### config.mk
export PLATFORM = sky130hd
export DESIGN_NAME = mini_src_control_unit
export DESIGN_NICKNAME = d
export VERILOG_FILES = /design/src/rtl/cpu_ctrl_pkg.sv /design/src/rtl/ctrl_wait_counter.sv /design/src/rtl/mini_src_control_unit.sv
export SDC_FILE = /design/constraint.sdc
export NUM_CORES = 1
export LEC_CHECK = 0
export CORE_MARGIN = 5
export CORE_UTILIZATION = 41
export DETAILED_ROUTE_END_ITERATION = 10
export PLACE_DENSITY = 0.88
export SYNTH_ARGS = -nofsm -noshare
export SYNTH_HDL_FRONTEND = slang
export SYNTH_SLANG_ARGS = --single-unit
export TNS_END_PERCENT = 100
### constraint.sdc
create_clock -name Clock -period 2.2 [get_ports Clock]
set_input_delay 0.22 -clock Clock [delete_from_list [all_inputs] [get_ports Clock]]
set_output_delay 0.22 -clock Clock [all_outputs]
set_load 0.01 [all_outputs]
### src/rtl/cpu_ctrl_pkg.sv
// Shared definitions for the single-bus CPU control sequencer.
// Contents: opcode values (IR[31:27]), control-step state encoding,
// ALU operation codes and small decode helpers used by the sequencer.
package cpu_ctrl_pkg;

    localparam logic [4:0] OP_LD   = 5'b00000;
    localparam logic [4:0] OP_LDI  = 5'b00001;
    localparam logic [4:0] OP_ST   = 5'b00010;
    localparam logic [4:0] OP_ADD  = 5'b00011;
    localparam logic [4:0] OP_SUB  = 5'b00100;
    localparam logic [4:0] OP_AND  = 5'b00101;
    localparam logic [4:0] OP_OR   = 5'b00110;
    localparam logic [4:0] OP_ROR  = 5'b00111;
    localparam logic [4:0] OP_ROL  = 5'b01000;
    localparam logic [4:0] OP_SHR  = 5'b01001;
    localparam logic [4:0] OP_SHRA = 5'b01010;
    localparam logic [4:0] OP_SHL  = 5'b01011;
    localparam logic [4:0] OP_ADDI = 5'b01100;
    localparam logic [4:0] OP_ANDI = 5'b01101;
    localparam logic [4:0] OP_ORI  = 5'b01110;
    localparam logic [4:0] OP_DIV  = 5'b01111;
    localparam logic [4:0] OP_MUL  = 5'b10000;
    localparam logic [4:0] OP_NEG  = 5'b10001;
    localparam logic [4:0] OP_NOT  = 5'b10010;
    localparam logic [4:0] OP_BR   = 5'b10011;
    localparam logic [4:0] OP_JR   = 5'b10100;
    localparam logic [4:0] OP_IN   = 5'b10110;
    localparam logic [4:0] OP_OUT  = 5'b10111;
    localparam logic [4:0] OP_MFHI = 5'b11000;
    localparam logic [4:0] OP_MFLO = 5'b11001;
    localparam logic [4:0] OP_NOP  = 5'b11010;
    localparam logic [4:0] OP_HALT = 5'b11011;

    // ALU operation codes driven on 'operation'.
    localparam logic [4:0] ALU_NONE = 5'b00000;
    localparam logic [4:0] ALU_ADD  = 5'b00011;
    localparam logic [4:0] ALU_AND  = 5'b00101;
    localparam logic [4:0] ALU_OR   = 5'b00110;

    typedef enum logic [3:0] {
        S_RST = 4'd0,
        T0    = 4'd1,
        T1    = 4'd2,
        T2    = 4'd3,
        T3    = 4'd4,
        T4    = 4'd5,
        T5    = 4'd6,
        T6    = 4'd7,
        T7    = 4'd8,
        HALT  = 4'd9
    } ctrl_state_t;

    // Three-register ALU instructions: Y <- Rb, Z <- Y op Rc, Ra <- Z.
    function automatic logic is_rtype(input logic [4:0] op);
        return (op >= OP_ADD) && (op <= OP_SHL);
    endfunction

    // Register-plus-constant instructions that write Z back into Ra.
    function automatic logic is_imm(input logic [4:0] op);
        return (op == OP_ADDI) || (op == OP_ANDI) || (op == OP_ORI) || (op == OP_LDI);
    endfunction

    // Steps that talk to memory and therefore stretch by the wait count.
    function automatic logic is_mem_step(input ctrl_state_t s, input logic [4:0] op);
        return (s == T1) || ((s == T6) && (op == OP_LD)) || ((s == T7) && (op == OP_ST));
    endfunction

endpackage

### src/rtl/ctrl_wait_counter.sv
// Loadable 4-bit down-counter used to stretch memory steps.
// Ports:
//   clk        in   clock
//   reset      in   synchronous active-high clear
//   load       in   load load_value (has priority over dec)
//   load_value in 4 value loaded on entry to a memory step
//   dec        in   decrement by one (ignored at zero)
//   zero       out  count is zero, the memory step may advance
module ctrl_wait_counter (
    input  logic       clk,
    input  logic       reset,
    input  logic       load,
    input  logic [3:0] load_value,
    input  logic       dec,
    output logic       zero
);

    logic [3:0] count;

    always_ff @(posedge clk) begin
        if (reset) begin
            count <= 4'd0;
        end else if (load) begin
            count <= load_value;
        end else if (dec && (count != 4'd0)) begin
            count <= count - 4'd1;
        end
    end

    assign zero = (count == 4'd0);

endmodule

### src/rtl/mini_src_control_unit.sv
// Hardwired control-step sequencer for the single-bus CPU datapath.
// Fetches (T0-T2), decodes IR[31:27] in T3 and walks the instruction's
// control steps, one step per clock. All strobes are decoded from the
// registered step, so they are stable for the whole step.
// Ports:
//   Clock, Reset          clock and synchronous active-high reset
//   IR[31:0]              instruction register contents
//   CON_out               branch condition flip-flop
//   Stop                  halt once the current instruction finishes
//   PCout..operation      datapath strobes and ALU op code
//   Run                   executing (not in reset step, not halted)
//   Illegal               one-cycle pulse on an undefined opcode
//   dbg_state             current control step encoding
module mini_src_control_unit
    import cpu_ctrl_pkg::*;
#(
    parameter int unsigned MEM_WAIT = 0
) (
    input  logic        Clock,
    input  logic        Reset,
    input  logic [31:0] IR,
    input  logic        CON_out,
    input  logic        Stop,
    output logic        PCout,
    output logic        PCin,
    output logic        IncPC,
    output logic        MARin,
    output logic        MDRin,
    output logic        MDRout,
    output logic        Read,
    output logic        Write,
    output logic        IRin,
    output logic        Yin,
    output logic        Zin,
    output logic        Zlowout,
    output logic        ZHighout,
    output logic        HIin,
    output logic        LOin,
    output logic        HIout,
    output logic        LOout,
    output logic        Cout,
    output logic        InPortout,
    output logic        OutPortin,
    output logic        CONin,
    output logic        BAout,
    output logic        GRA,
    output logic        GRB,
    output logic        GRC,
    output logic        Rin,
    output logic        Rout,
    output logic [4:0]  operation,
    output logic        Run,
    output logic        Illegal,
    output logic [3:0]  dbg_state
);

    localparam logic [3:0] WAIT_INIT = 4'(MEM_WAIT);

    ctrl_state_t state, next_state;
    logic        stop_seen;
    logic        stop_pending;
    logic        last_step;
    logic        wait_zero;
    logic        wait_load;
    logic        wait_dec;
    logic [4:0]  opcode;
    logic [4:0]  imm_op;
    logic        unused_ir;

    assign opcode    = IR[31:27];
    assign unused_ir = ^IR[26:0];
    assign dbg_state = state;
    assign Run       = (state != S_RST) && (state != HALT);

    // A Stop seen at any time during the instruction, including its final
    // step, diverts the final step into HALT.
    assign stop_pending = stop_seen | Stop;

    // Constant-add instructions use ADD except the two logical immediates.
    assign imm_op = (opcode == OP_ANDI) ? ALU_AND :
                    (opcode == OP_ORI)  ? ALU_OR  : ALU_ADD;

    // The counter is loaded only when a memory step is first entered, so a
    // step held in place keeps counting down instead of reloading.
    assign wait_load = (next_state != state) && is_mem_step(next_state, opcode);
    assign wait_dec  = is_mem_step(state, opcode) && !wait_zero;

    ctrl_wait_counter u_wait (
        .clk        (Clock),
        .reset      (Reset),
        .load       (wait_load),
        .load_value (WAIT_INIT),
        .dec        (wait_dec),
        .zero       (wait_zero)
    );

    always_ff @(posedge Clock) begin
        if (Reset) begin
            state     <= S_RST;
            stop_seen <= 1'b0;
        end else begin
            state <= next_state;
            if ((next_state == T0) || (next_state == HALT)) begin
                stop_seen <= 1'b0;
            end else if (Run && Stop) begin
                stop_seen <= 1'b1;
            end
        end
    end

    always_comb begin
        next_state = state;
        last_step  = 1'b0;
        PCout = 1'b0; PCin = 1'b0; IncPC = 1'b0;
        MARin = 1'b0; MDRin = 1'b0; MDRout = 1'b0; Read = 1'b0; Write = 1'b0;
        IRin = 1'b0; Yin = 1'b0; Zin = 1'b0; Zlowout = 1'b0; ZHighout = 1'b0;
        HIin = 1'b0; LOin = 1'b0; HIout = 1'b0; LOout = 1'b0;
        Cout = 1'b0; InPortout = 1'b0; OutPortin = 1'b0; CONin = 1'b0; BAout = 1'b0;
        GRA = 1'b0; GRB = 1'b0; GRC = 1'b0; Rin = 1'b0; Rout = 1'b0;
        operation = ALU_NONE;
        Illegal   = 1'b0;

        unique case (state)
            S_RST: next_state = T0;
            T0: begin
                PCout = 1'b1; MARin = 1'b1; IncPC = 1'b1; PCin = 1'b1;
                next_state = T1;
            end
            T1: begin
                Read = 1'b1; MDRin = 1'b1;
                if (wait_zero) next_state = T2;
            end
            T2: begin
                MDRout = 1'b1; IRin = 1'b1;
                next_state = T3;
            end
            T3: begin
                next_state = T4;
                if (is_rtype(opcode)) begin
                    GRB = 1'b1; Rout = 1'b1; Yin = 1'b1;
                end else if (is_imm(opcode) || (opcode == OP_LD) || (opcode == OP_ST)) begin
                    // Base register reads as zero through BAout for R0-relative forms.
                    GRB = 1'b1; Yin = 1'b1;
                    if ((opcode == OP_LDI) || (opcode == OP_LD) || (opcode == OP_ST)) BAout = 1'b1;
                    else Rout = 1'b1;
                end else begin
                    case (opcode)
                        OP_NEG, OP_NOT: begin
                            GRB = 1'b1; Rout = 1'b1; Zin = 1'b1; operation = opcode;
                        end
                        OP_MUL, OP_DIV: begin
                            GRA = 1'b1; Rout = 1'b1; Yin = 1'b1;
                        end
                        OP_BR: begin
                            GRA = 1'b1; Rout = 1'b1; CONin = 1'b1;
                        end
                        OP_MFHI: begin
                            HIout = 1'b1; GRA = 1'b1; Rin = 1'b1; last_step = 1'b1;
                        end
                        OP_MFLO: begin
                            LOout = 1'b1; GRA = 1'b1; Rin = 1'b1; last_step = 1'b1;
                        end
                        OP_IN: begin
                            InPortout = 1'b1; GRA = 1'b1; Rin = 1'b1; last_step = 1'b1;
                        end
                        OP_OUT: begin
                            GRA = 1'b1; Rout = 1'b1; OutPortin = 1'b1; last_step = 1'b1;
                        end
                        OP_JR: begin
                            GRA = 1'b1; Rout = 1'b1; PCin = 1'b1; last_step = 1'b1;
                        end
                        OP_NOP:  last_step = 1'b1;
                        OP_HALT: next_state = HALT;
                        default: begin
                            Illegal = 1'b1; last_step = 1'b1;
                        end
                    endcase
                end
            end
            T4: begin
                if (is_rtype(opcode)) begin
                    GRC = 1'b1; Rout = 1'b1; Zin = 1'b1; operation = opcode;
                    next_state = T5;
                end else if (is_imm(opcode) || (opcode == OP_LD) || (opcode == OP_ST)) begin
                    Cout = 1'b1; Zin = 1'b1; operation = imm_op;
                    next_state = T5;
                end else if ((opcode == OP_NEG) || (opcode == OP_NOT)) begin
                    Zlowout = 1'b1; GRA = 1'b1; Rin = 1'b1; last_step = 1'b1;
                end else if ((opcode == OP_MUL) || (opcode == OP_DIV)) begin
                    GRB = 1'b1; Rout = 1'b1; Zin = 1'b1; operation = opcode;
                    next_state = T5;
                end else if (opcode == OP_BR) begin
                    PCout = 1'b1; Yin = 1'b1;
                    next_state = T5;
                end else begin
                    last_step = 1'b1;
                end
            end
            T5: begin
                if (is_rtype(opcode) || is_imm(opcode)) begin
                    Zlowout = 1'b1; GRA = 1'b1; Rin = 1'b1; last_step = 1'b1;
                end else if ((opcode == OP_LD) || (opcode == OP_ST)) begin
                    Zlowout = 1'b1; MARin = 1'b1;
                    next_state = T6;
                end else if ((opcode == OP_MUL) || (opcode == OP_DIV)) begin
                    Zlowout = 1'b1; LOin = 1'b1;
                    next_state = T6;
                end else if (opcode == OP_BR) begin
                    Cout = 1'b1; Zin = 1'b1; operation = ALU_ADD;
                    next_state = T6;
                end else begin
                    last_step = 1'b1;
                end
            end
            T6: begin
                if (opcode == OP_LD) begin
                    Read = 1'b1; MDRin = 1'b1;
                    if (wait_zero) next_state = T7;
                end else if (opcode == OP_ST) begin
                    GRA = 1'b1; Rout = 1'b1; MDRin = 1'b1;
                    next_state = T7;
                end else if ((opcode == OP_MUL) || (opcode == OP_DIV)) begin
                    ZHighout = 1'b1; HIin = 1'b1; last_step = 1'b1;
                end else begin
                    // Branch target commit; an untaken branch idles here.
                    if ((opcode == OP_BR) && CON_out) begin
                        Zlowout = 1'b1; PCin = 1'b1;
                    end
                    last_step = 1'b1;
                end
            end
            T7: begin
                if (opcode == OP_LD) begin
                    MDRout = 1'b1; GRA = 1'b1; Rin = 1'b1; last_step = 1'b1;
                end else if (opcode == OP_ST) begin
                    Write = 1'b1;
                    if (wait_zero) last_step = 1'b1;
                end else begin
                    last_step = 1'b1;
                end
            end
            HALT: next_state = HALT;
            default: next_state = S_RST;
        endcase

        if (last_step) next_state = stop_pending ? HALT : T0;
    end

endmodule

Word-level counts from Yosys, hierarchy flattened. Cells that the tools add are included.

Bits in read-only memories: 0. Memories kept: 0. Output and inout bits: 38. Register bits: 9. Latch bits: 0. RAM bits: 0. Input port bits: 36. Logic and storage cells: 236.

Reduce and logical (&&, ||, !) cells: 42. Divide/modulo/power cells: 0. Multiply operators: 0. Add/sub/neg operators: 1. Order comparisons: 2. Mux-type cells: 154. Bitwise operators: 1. Equality and inequality tests: 33. Shifts and indexed selects: 0.

Operators with widths (number): 2-to-1 mux 1 bit (106); 2-to-1 mux 4 bit (18); equality test 5 bit, second input constant (11); one-hot mux 4 bit (10 select lines) (1); 2-to-1 mux 5 bit (7); equality test 4 x 3 -> 1 bit, second input constant (5); equality test 5 x 4 -> 1 bit, second input constant (4); equality test 4 bit, second input constant (4); logical OR 1 bit (16); one-hot mux 1 bit (2 select lines) (8); one-hot mux 5 bit (3 select lines) (1); equality test 4 x 2 -> 1 bit, second input constant (3); one-hot mux 1 bit (3 select lines) (4); OR reduction 12 bit (1); logical AND 1 bit (11); one-hot mux 1 bit (5 select lines) (2); equality test 4 x 1 -> 1 bit, second input constant (2); logical NOT 4 bit (2); 2-to-1 mux 2 bit (4); nonzero test 4 bit (2); OR reduction 2 bit (4); OR reduction 8 bit (1); OR reduction 7 bit (1); 2-to-1 mux 3 bit (2); 13 further kinds (13).

Depth between registers and ports, before layout.
Word-level depth: 16. Mapped depth: 8.

Modules after synthesis. Synthesis repeated with hierarchy kept, for this count alone.

Cell total of the unflattened synthesis: 233. Area total of the unflattened synthesis: 1559.0 um^2.

Modules (own cells, without submodules): mini_src_control_unit (sequential area each 100.1 um^2, cells each 204, instances 1, area an instance 1296.2 um^2); ctrl_wait_counter (sequential area each 80.1 um^2, cells each 29, instances 1, area an instance 262.8 um^2).

Least setup slack after synthesis. No wires, ideal clock.

Path kind: register -> output. From: register state[0], in the netlist dbg_state[0]. To: output port operation[2]. Arrival time: 1960 ps. Buffers on the path: 2. Slack: 20 ps. Cell stages (with the launch flop): 7. Cells stage by stage: dfxtp_1 > buf_2 > clkbuf_1 > nor3b_1 > and3_1 > a211oi_1 > a21oi_1.

Word-level cells in the longest chain between the ends: 2. Elaborated cells between the ends (all ways): 4.

RTL lines: from (decl) (line mini_src_control_unit.sv:59) `ctrl_state_t state, next_state;`; from (signal assigned) (line mini_src_control_unit.sv:102) `state <= next_state;`; equality test 4 x 3 -> 1 bit (line mini_src_control_unit.sv:123) `unique case (state)`; one-hot mux 5 bit (3 select lines) * (line mini_src_control_unit.sv:123); to (decl) (line mini_src_control_unit.sv:51) `output logic [4:0] operation,`.

Mark *: on every way between the ends. The rest lies on a longest branch, timed or not.

Worst setup path in the final report.
From: input port IR[28]. To: register u_wait.count[1].

Word-level cells in the longest chain between the ends: 16. Elaborated cells between the ends (all ways): 72.

RTL lines: from (decl) (line mini_src_control_unit.sv:21) `input logic [31:0] IR,`; equality test 5 x 4 -> 1 bit (line cpu_ctrl_pkg.sv:60) `return (op == OP_ADDI) || (op == OP_ANDI) || (op == OP_ORI) || (op == OP_LDI);`; logical OR 1 bit (3 in series) (line cpu_ctrl_pkg.sv:60); logical OR 1 bit (2 in series) (line mini_src_control_unit.sv:141, mini_src_control_unit.sv:184); 2-to-1 mux 4 bit, or another cell as far along (line mini_src_control_unit.sv:184) `end else if (is_imm(opcode) || (opcode == OP_LD) || (opcode == OP_ST)) begin`; 2-to-1 mux 4 bit, or another cell as far along (line mini_src_control_unit.sv:181) `if (is_rtype(opcode)) begin`; one-hot mux 4 bit (10 select lines) / one-hot mux 1 bit (5 select lines) (equally long branches) (line mini_src_control_unit.sv:123); 2-to-1 mux 4 bit (line mini_src_control_unit.sv:246) `if (last_step) next_state = stop_pending ? HALT : T0;`; equality test 4 x 3 -> 1 bit (line cpu_ctrl_pkg.sv:65) `return (s == T1) || ((s == T6) && (op == OP_LD)) || ((s == T7) && (op == OP_ST));`; logical AND 1 bit (line cpu_ctrl_pkg.sv:65); logical OR 1 bit (2 in series) (line cpu_ctrl_pkg.sv:65); logical AND 1 bit (line mini_src_control_unit.sv:85) `assign wait_load = (next_state != state) && is_mem_step(next_state, opcode);`; OR reduction 2 bit (no source line); to (signal assigned) (line ctrl_wait_counter.sv:24) `count <= load_value;`; to (signal assigned) (line ctrl_wait_counter.sv:26) `count <= count - 4'd1;`; to (decl) (line ctrl_wait_counter.sv:18) `logic [3:0] count;`.

Parallel ways exist; a longest one is shown, timed or not. A chain may end at the register's enable or synchronous reset.

==> metrics.md <==
| Metric | Value |
|---|---|
| Die X | `70.3 um` |
| Power per cell area | `between 700 and 800 nW/um2` |
| Final Hold Viols | `0` |
| Area share of the largest cell type after synthesis | `roughly 12%` |
| Top cells by area, synth | `dfxtp_1 (12%), nor2_1 (7.8%), o21ai_0 (6.0%)` |
| WL final | `8550 um` |
| Yosys cell types | `62` |
| CP endpoint kind | `register` |
| Post-route cell area | `2770 um2` |
| DRT antenna net count | `0` |
| Setup crit end | `u_wait.count[1]` |
| Headroom to the max-slew limit | `around 62%` |
| Fin crit share | `104%` |
| Critical path depth | `8` |
| First-pass GRT wire length | `approximately 12000 um` |
| DP HPWL | `5210 um` |
| # fillers | `between 200 and 250` |
| Via/cell ratio | `between 6 and 7` |
| Die area | `roughly 4900 um2` |
| WL per Instance | `around 22 um` |
| Vias in the first global route | `around 2500` |
| Drt drc | `0` |
| Clk_lat worst skew | `around 0.28 ns` |
| Sequential share of the synthesized area | `around an eighth` |
| Setup crit start | `IR[28]` |
| # port buffers | `46` |
| R2R Path End | `u_wait.count[1]` |
| Setup violation total in the final timing report | `1` |
| DR vias | `~2600` |
| Failing checks | `negative setup slack` |
| Clock-pin slew on the worst setup and hold paths | `approximately 0.060 ns` |
| Critical path, cell by cell | `clkdlybuf4s15_1 -> or2_2 -> buf_4 -> a21oi_1 -> o21ai_0 -> and4_1 -> o221a_4 -> a2111oi_4` |
| Fin nets | `between 300 and 400` |
| Mean Syn Cell Area | `between 6 and 7 um2` |
| Syn_nets | `between 200 and 300` |
| RSZ-0062 raised after global routing | `true` |
| Top FF cell, synth | `dfxtp_1` |
| Area leader, netlist | `dfxtp_1` |
| Placed standard-cell area | `2550 um2` |
| Num CTS Buffers | `3` |
| Overall Global Routing Usage | `~31%` |
| Synth Warn # | `0` |
| Peak VDD IR | `499 uV` |
| CP max stage delay | `0.38 ns` |
| Reg2reg start | `dbg_state[2]` |
| Final GP Congestion | `between 1 and 1.5` |
| Mapped Cells | `223` |
| Clock Tree Buf Depth | `2` |
| Hold WC Path Type | `reg2reg` |
| Synthesized flop and latch total | `9` |
| CP Launch Type | `input pin` |
| 1st-iter DRT viols | `approximately 550` |
| Post-layout minimum cycle time | `between 2 and 2.5 ns` |
| Pre-CTS WS | `-0.427 ns` |
| Die Height | `about 70 um` |
| Leakage | `0.00129 uW` |
| Area growth syn-to-layout | `85.6%` |
| WP data arrival | `2.46 ns` |
| Critical path type | `in2reg` |
| Io pins | `74` |
| H-Tree Depth | `1` |
| Post-Syn Area | `around 1500 um2` |
| GR Overflow Total | `0` |
| Worst slew pin tran | `0.563 ns` |
| Max Slew Vio Count | `0` |
| CP top delay family | `compound AO/OA/AOI/OAI gates` |
| Status | `finished, violations left` |
| Layout cells sized above 1 | `a little under half` |
| Max Fclk | `between 400 and 500 MHz` |
| Crit path max fanout | `6` |
| Initial Util | `between 40% and 50%` |
| Ys async rst share | `0%` |
| 1st-pass router iterations | `6` |
| CP Buf/Inv Count | `2` |
| Antenna Cells | `0` |
| Total core area | `about 3600 um2` |
| Worst reg-to-reg setup slack | `-0.03 ns` |
| Largest net degree at the start of global routing | `16` |
| Final Skew | `approximately 0.0038 ns` |
| Root buffer cell | `clkbuf_4` |
| Rows | `22` |
| TritonCTS clock tree | `built` |
| Initial antenna violation count | `0` |
| Crit path required time | `~2.4 ns` |
| Post-synth EDFFs | `0` |
| R2R depth | `7` |
| Min setup slack post-route | `-0.0844 ns` |
| Min-delay src | `stop_seen` |
| Max stage delay cell, worst path | `or2_2` |
| Max-cap violations | `0` |
| Clk sink count | `9` |
-- report_power, final --
part	internal [uW]	switching, uW	leakage [uW]
Combinational	795	777	0.00120
Clock	70.5	70.3	0.0000150
Sequential	213	61.7	0.0000756
Total	1080	909	0.00129
-- state kept, by name, indices dropped and copies added (netlist names) --
name          flops
dbg_state         4
stop_seen         1
u_wait.count      4
-- worst min-delay path by stage --
stage | to | slack (ns) | cells after the start
finish | stop_seen | 0.59 | 2
floorplan | dbg_state[0] | 0.29 | 1
global route | stop_seen | 0.59 | 2
detailed placement | stop_seen | 0.54 | 2
CTS | stop_seen | 0.57 | 2
global placement | stop_seen | 0.52 | 2
-- metal layers --
metal	part of all wire (%)	GRT usage (%)	vias up
met5	0	0	-
met4	7.9	16.4	0
met3	14	8.06	97
met2	43	48.4	311
met1	35	37.6	1146
li1	-	-	1086
-- logic make-up after synthesis --
| family | share of synthesized area [%] |
|---|---|
| and+or+nand+nor | 44.3 |
| buffers and inverters | 7.14 |
| adders and majority gates | 0.839 |
| xor gates and xnor gates | 1.76 |
| DFF | 12.1 |
| AOI/OAI and AO/OA | 33.8 |
-- worst reg2reg max path: stages (launching register included) --
cell and delay, ns:
dfxtp_4 0.40, buf_4 0.16, and3b_1 0.19, o32a_1 0.21
a2111oi_4 0.50, a311oi_2 0.08, o221a_4 0.31, a2111oi_4 0.28
-- metrics by stage --
stage / setup TNS (ns) / total power [uW] / utilization, % / std cells / hold slack [ns]
after floorplan: 0 / 857 / - / 223 / 0.292
after global placement: -8.56 / 1540 / 71.2 / 379 / 0.516
after detailed placement: -10.36 / 1580 / 71.2 / 379 / 0.537
after CTS: -0.343 / 1780 / 75.7 / 394 / 0.567
after global routing: -0.721 / 2060 / 77.3 / 397 / 0.591
final: -0.0844 / 1990 / 77.3 / 397 / 0.585
-- cells in the final DEF, fill, tap and decap left out, drive strengths merged, types with 3 or more instances in the layout --
master / instances
nor2: 32
nand3: 9
clkbuf: 17
buf: 100
nand2: 20
and3: 3
o211ai: 4
a211oi: 4
o21ai: 18
dlygate4sd2: 14
inv: 8
dfxtp: 9
nor2b: 4
nor3b: 4
clkdlybuf4s50: 10
nand2b: 4
a21oi: 16
or2: 3
nor3: 17
-- final cells by class --
type | count | area (um2) | share of cell area [%]
multi-input cells | 188 | 1360 | 49.3
repair buffers | 140 | 1090 | 39.5
flip-flops and latches | 9 | 193 | 6.97
well taps | 48 | 60.1 | 2.17
inverters | 8 | 30.0 | 1.09
clock buffers | 4 | 26.3 | 0.950
-- cell usage after synthesis (all sizes together), types with 7 or more instances --
cell / count
a21oi: 16
inv: 8
o21ai: 18
nor3: 17
nand3: 9
clkbuf: 11
dfxtp: 9
nor2: 32
nand2: 20
buf: 7
-- repair_timing --
item	in CTS	in global routing
hold buffers	0	0
endpoints found under the setup margin	36	23
resized for setup	74	58
buffers inserted	11	6
pin swaps	14	13
No activity file was read; power rests on OpenSTA's default activity.
